## config.mk

```make
export PLATFORM = sky130hd
export DESIGN_NAME = spi_word_rx
export DESIGN_NICKNAME = d
export VERILOG_FILES = /design/src/rtl/spi_word_rx.sv
export SDC_FILE = /design/constraint.sdc
export NUM_CORES = 1
export LEC_CHECK = 0
export CAP_MARGIN = 20
export CORE_AREA = 10 10 83 92
export CTS_CLUSTER_DIAMETER = 40
export DETAILED_ROUTE_END_ITERATION = 10
export DIE_AREA = 0 0 93 102
export SLEW_MARGIN = 25
export SYNTH_ARGS = -nofsm -noshare
export SYNTH_HDL_FRONTEND = slang
export SYNTH_SLANG_ARGS = --single-unit
```

## constraint.sdc

```tcl
create_clock -name clk -period 1.6 [get_ports clk]
set_input_delay 0.16 -clock clk [delete_from_list [all_inputs] [get_ports clk]]
set_output_delay 0.16 -clock clk [all_outputs]
set_load 0.05 [all_outputs]
```

## src/rtl/spi_word_rx.sv

```systemverilog
// Purpose: SPI mode-0 receive endpoint; oversamples cs/sclk/sdi on clk and reassembles WIDTH-bit words.
// Latency: data/data_valid update on the 2nd clk edge after the edge that first samples the final sclk high.
// Backpressure: none; data_valid is a one-cycle pulse and the consumer must take it when it appears.
//
// Ports:
//   clk        system clock, all logic on its rising edge
//   rst        synchronous active-high reset
//   cs         chip select, active low, asynchronous
//   sclk       serial clock, asynchronous, idles low
//   sdi        serial data, valid at sclk rising edge
//   data       last complete received word (held until the next data_valid)
//   data_valid one-cycle pulse when data updates
//   frame_err  one-cycle pulse when cs rises with a partial word collected
//   busy       high while a frame is active (synchronised cs low)
module spi_word_rx #(
  parameter int WIDTH     = 16,
  parameter bit MSB_FIRST = 1'b1
) (
  input  logic             clk,
  input  logic             rst,
  input  logic             cs,
  input  logic             sclk,
  input  logic             sdi,
  output logic [WIDTH-1:0] data,
  output logic             data_valid,
  output logic             frame_err,
  output logic             busy
);

  localparam int CW = (WIDTH > 2) ? $clog2(WIDTH) : 1;
  localparam logic [CW-1:0] LAST_BIT = CW'(WIDTH - 1);

  typedef enum logic {
    IDLE,
    ACTIVE
  } state_t;

  state_t state, state_nxt;

  // Two-flop synchronisers plus one delay flop on cs and sclk for edge detection.
  // cs resets high so a frame only starts on an observed high-to-low transition.
  logic cs_s1, cs_s2, cs_d;
  logic sclk_s1, sclk_s2, sclk_d;
  logic sdi_s1, sdi_s2;

  always_ff @(posedge clk) begin
    if (rst) begin
      cs_s1   <= 1'b1;
      cs_s2   <= 1'b1;
      cs_d    <= 1'b1;
      sclk_s1 <= 1'b0;
      sclk_s2 <= 1'b0;
      sclk_d  <= 1'b0;
      sdi_s1  <= 1'b0;
      sdi_s2  <= 1'b0;
    end else begin
      cs_s1   <= cs;
      cs_s2   <= cs_s1;
      cs_d    <= cs_s2;
      sclk_s1 <= sclk;
      sclk_s2 <= sclk_s1;
      sclk_d  <= sclk_s2;
      sdi_s1  <= sdi;
      sdi_s2  <= sdi_s1;
    end
  end

  logic sclk_rise, cs_fall, cs_rise;
  assign sclk_rise = sclk_s2 & ~sclk_d;
  assign cs_fall   = ~cs_s2 & cs_d;
  assign cs_rise   = cs_s2 & ~cs_d;

  logic [CW-1:0]    bitcnt;
  logic [WIDTH-1:0] shreg;
  logic [WIDTH-1:0] shifted;

  // Shift direction decides where the first bit ends up once the word is full.
  assign shifted = MSB_FIRST ? {shreg[WIDTH-2:0], sdi_s2} : {sdi_s2, shreg[WIDTH-1:1]};

  logic start, shift_en, word_done, abort;

  always_ff @(posedge clk) begin
    if (rst) begin
      state <= IDLE;
    end else begin
      state <= state_nxt;
    end
  end

  // cs_rise has priority over a coincident sclk_rise: that bit is dropped and
  // the partial-word test uses the count from before the dropped edge.
  always_comb begin
    state_nxt = state;
    start     = 1'b0;
    shift_en  = 1'b0;
    word_done = 1'b0;
    abort     = 1'b0;
    case (state)
      IDLE: begin
        if (cs_fall) begin
          state_nxt = ACTIVE;
          start     = 1'b1;
        end
      end
      ACTIVE: begin
        if (cs_rise) begin
          state_nxt = IDLE;
          abort     = (bitcnt != '0);
        end else if (sclk_rise) begin
          shift_en  = 1'b1;
          word_done = (bitcnt == LAST_BIT);
        end
      end
      default: state_nxt = IDLE;
    endcase
  end

  always_ff @(posedge clk) begin
    if (rst) begin
      bitcnt     <= '0;
      shreg      <= '0;
      data       <= '0;
      data_valid <= 1'b0;
      frame_err  <= 1'b0;
    end else begin
      data_valid <= word_done;
      frame_err  <= abort;
      if (start || abort) begin
        bitcnt <= '0;
        shreg  <= '0;
      end else if (shift_en) begin
        if (word_done) begin
          data   <= shifted;
          bitcnt <= '0;
          shreg  <= '0;
        end else begin
          shreg  <= shifted;
          bitcnt <= bitcnt + CW'(1);
        end
      end
    end
  end

  assign busy = (state == ACTIVE);

endmodule

```

==> impl_metrics.ini <==
[run_status]
status = finished, final reports clean

[yosys]
async_flop_share = 0
ys.flop_type = dfxtp_1
syn_area_sq_um = 1950
synth_edf_count = 0
synth_warnings = 0
synth-seq-area-share = 0.473
syn_inst = 197
synth_area_per_cell_sq_um = 9.88
synth_seq_cells = 46
synthDistinctLibCells = 33
synth_nets = 204

[job]
cap_violations = 0

[global_routing]
gr-usage-all-layers = 0.0880
grt_pass1_vias = 1493
grt_overflow_total = 0
grt_pass1_wl_um = 6910
grt_antenna_before_repair = 0
grt_max_degree = 33

[floorplanning]
rows = 29
start_util = 0.339
dieWidth_um = 93
core_area_sq_um = 5730
dieArea_sq_um = 9490
die_h_um = 102
ios = 24

[clock_tree]
cts_tree = done
post_cts_buffers = 0
cts_buffers = 5
clk_pin_slew_worst_paths_ns = 0.08
clk_latency_ns = 0.30
cts_sinks = 46
h-tree-depth = 2
cts_root_buffer = clkbuf_8
cts_buffer_depth = 2
ctsHoldBuffers = 0

[setup_path]
cp_top_family = compound AO/OA/AOI/OAI gates
slowest_stage = or3b_1
start_kind = flop
cp.arrival_ns = 1.79
crit_path_max_incr_delay_ns = 0.36
crit_buf_inv = 2
crit_path_end_kind = flop
cp_data_required_time_ns = 1.82
critPathMaxFanout = 19
path_class = reg -> reg
cp_cell_sequence = inv_1, ha_1, or3b_1, a311o_1, buf_12, a211oi_2

[timing]
finClkSkew_ns = 0.00868
fin_crit_sh = 0.984
tightest_slew_ns = 0.481
grt_setup_unrepaired = true
slew_viol_final = 0
timing.fmax_mhz = 635
min_period_ns = 1.57
setup_viol_count_final = 0
postLayoutSetupSlackWorst_ns = 0.0259
hold_viol = 0
slew_headroom = 0.678

[finish]
drive_above_1_share = 0.294
diodes = 0
stdcell_area_sq_um = 2410
finalNetCount = 234
instances_no_fill = 305
nFillCells = 598
area_growth_pct = 23.9

[route]
avgRoutedWirePerCell_um = 12.4
drc = 0
detail-route-antenna-nets = 0
drt_pre_antenna_iters = 4
num_vias = 1468
drt-total-wl_um = 3790
drtIter0Drc = 69
via_per_inst = 4.81

[pwr]
p_int_mw = 1.66
power.density_nw_per_um2 = 872
p_sw_mw = 0.442
vdd_drop_max_uv = 402
seq_power_share = 0.552
p_clk_frac = 0.402
p_leak_nw = 0.817
p_comb_frac = 0.046
netSwitchingFraction = 0.210

[placement]
dp_slack_ns = -0.0420
place_area_sq_um = 2280
numPortBuffers = 23
gp_congestion = 0.775
dp.cells = 297
dp_hpwl_um = 2630

[hold_path]
hp-class = in -> reg
worst register-to-register path: cells and delay by family (launching register included):
kind / cells / cell delay [ns]
simple gates: 1 / 0.36
flops: 1 / 0.32
fa+ha+maj: 1 / 0.13
compound gates: 2 / 0.44
buf+inv: 2 / 0.24
registers in the layout, summed over array words and instances (netlist names):
| signal | flops |
|---|---|
| data | 16 |
| shreg | 15 |
| bitcnt | 4 |
| busy | 1 |
| cs_d | 1 |
| cs_s1 | 1 |
| cs_s2 | 1 |
| data_valid | 1 |
| frame_err | 1 |
| sclk_d | 1 |
| sclk_s1 | 1 |
| sclk_s2 | 1 |
| sdi_s1 | 1 |
| sdi_s2 | 1 |
layout by cell type, fill, tap and decap left out, drive strengths merged, types with 2 or more instances in the layout:
cell           instances
a21oi                 19
buf                   36
clkbuf                 5
clkdlybuf4s50          4
clkinv                 2
dfxtp                 46
ha                     2
inv                    4
mux2i                 16
nand2b                33
nand3                  2
nand4                 17
nor2b                  6
o21ai                 17
or2                    3
per-stage QoR:
step           utilization  TNS (ns)  hold WS, ns  total power, mW
2_1_floorplan            -         0        0.264             1.25
3_3_place_gp         0.398         0        0.395             1.28
3_5_place_dp         0.398   -0.0420        0.398             1.28
4_1_cts              0.418         0        0.409             2.14
5_1_grt              0.421     -1.25        0.418             2.20
6_report             0.421         0        0.415             2.10
Yosys cell counts, types with 2 or more instances:
master,count,area (sq um)
a21oi_1,9,45.0
ha_1,2,25.0
nand2b_1,33,206
nand3_1,2,10.0
a21oi_2,10,87.6
inv_1,4,15.0
mux2i_1,16,160
or2_2,3,18.8
dfxtp_1,46,921
nand4_1,17,106
buf_6,2,22.5
nor2b_1,5,31.3
o21ai_0,17,85.1
clkbuf_1,12,45.0
routing by layer:
| layer | wire length [um] | track usage |
|---|---|---|
| met5 | 0 | 0 |
| met4 | 72 | 0.0392 |
| met3 | 182 | 0.0330 |
| met2 | 1800 | 0.144 |
| met1 | 1740 | 0.101 |
cells by family after synthesis:
kind of cell             after synthesis  share of synthesized area
buffers and inverters                 21                     0.0572
multiplexers                          16                     0.0823
AND/OR/NAND/NOR                       71                      0.241
AO/OA/AOI/OAI                         41                      0.133
adder cells (fa/ha/maj)                2                     0.0129
flip-flops                            46                      0.473
timing repair:
action	4_1_cts	5_1_grt
setup endpoints to repair	3	31
pin swaps	1	0
resized for setup	1	5
path summary, 6_finish.rpt:
check / slack (ns) / cells after the start / startpoint / to
setup reg to reg: 0.03 / 6 / bitcnt[0] / bitcnt[3]
hold reg to reg: 0.42 / 1 / cs_s1 / cs_s2
hold / removal: 0.42 / 2 / sclk / sclk_s1
setup / recovery: 0.03 / 6 / bitcnt[0] / bitcnt[3]
cell type report:
class / instances / area (sq um) / share of cell area
sequential: 46 / 923 / 0.383
multi-input combinational: 130 / 932 / 0.387
inverter: 4 / 15.0 / 0.00623
tap: 77 / 96.3 / 0.0400
timing repair buffer: 40 / 335 / 0.139
clock buffer: 5 / 68.8 / 0.0285
clock inverter: 3 / 40.0 / 0.0166
power groups by stage:
stage / clock network [mW] / registers [mW] / logic, mW
global placement: 0 / 1.19 / 0.0962
finish: 0.846 / 1.16 / 0.0967
floorplan: 0 / 1.19 / 0.0625
detailed placement: 0 / 1.19 / 0.0972
CTS: 0.882 / 1.16 / 0.0973
global route: 0.929 / 1.16 / 0.106
Note: power is estimated with default switching activity, not from simulation.
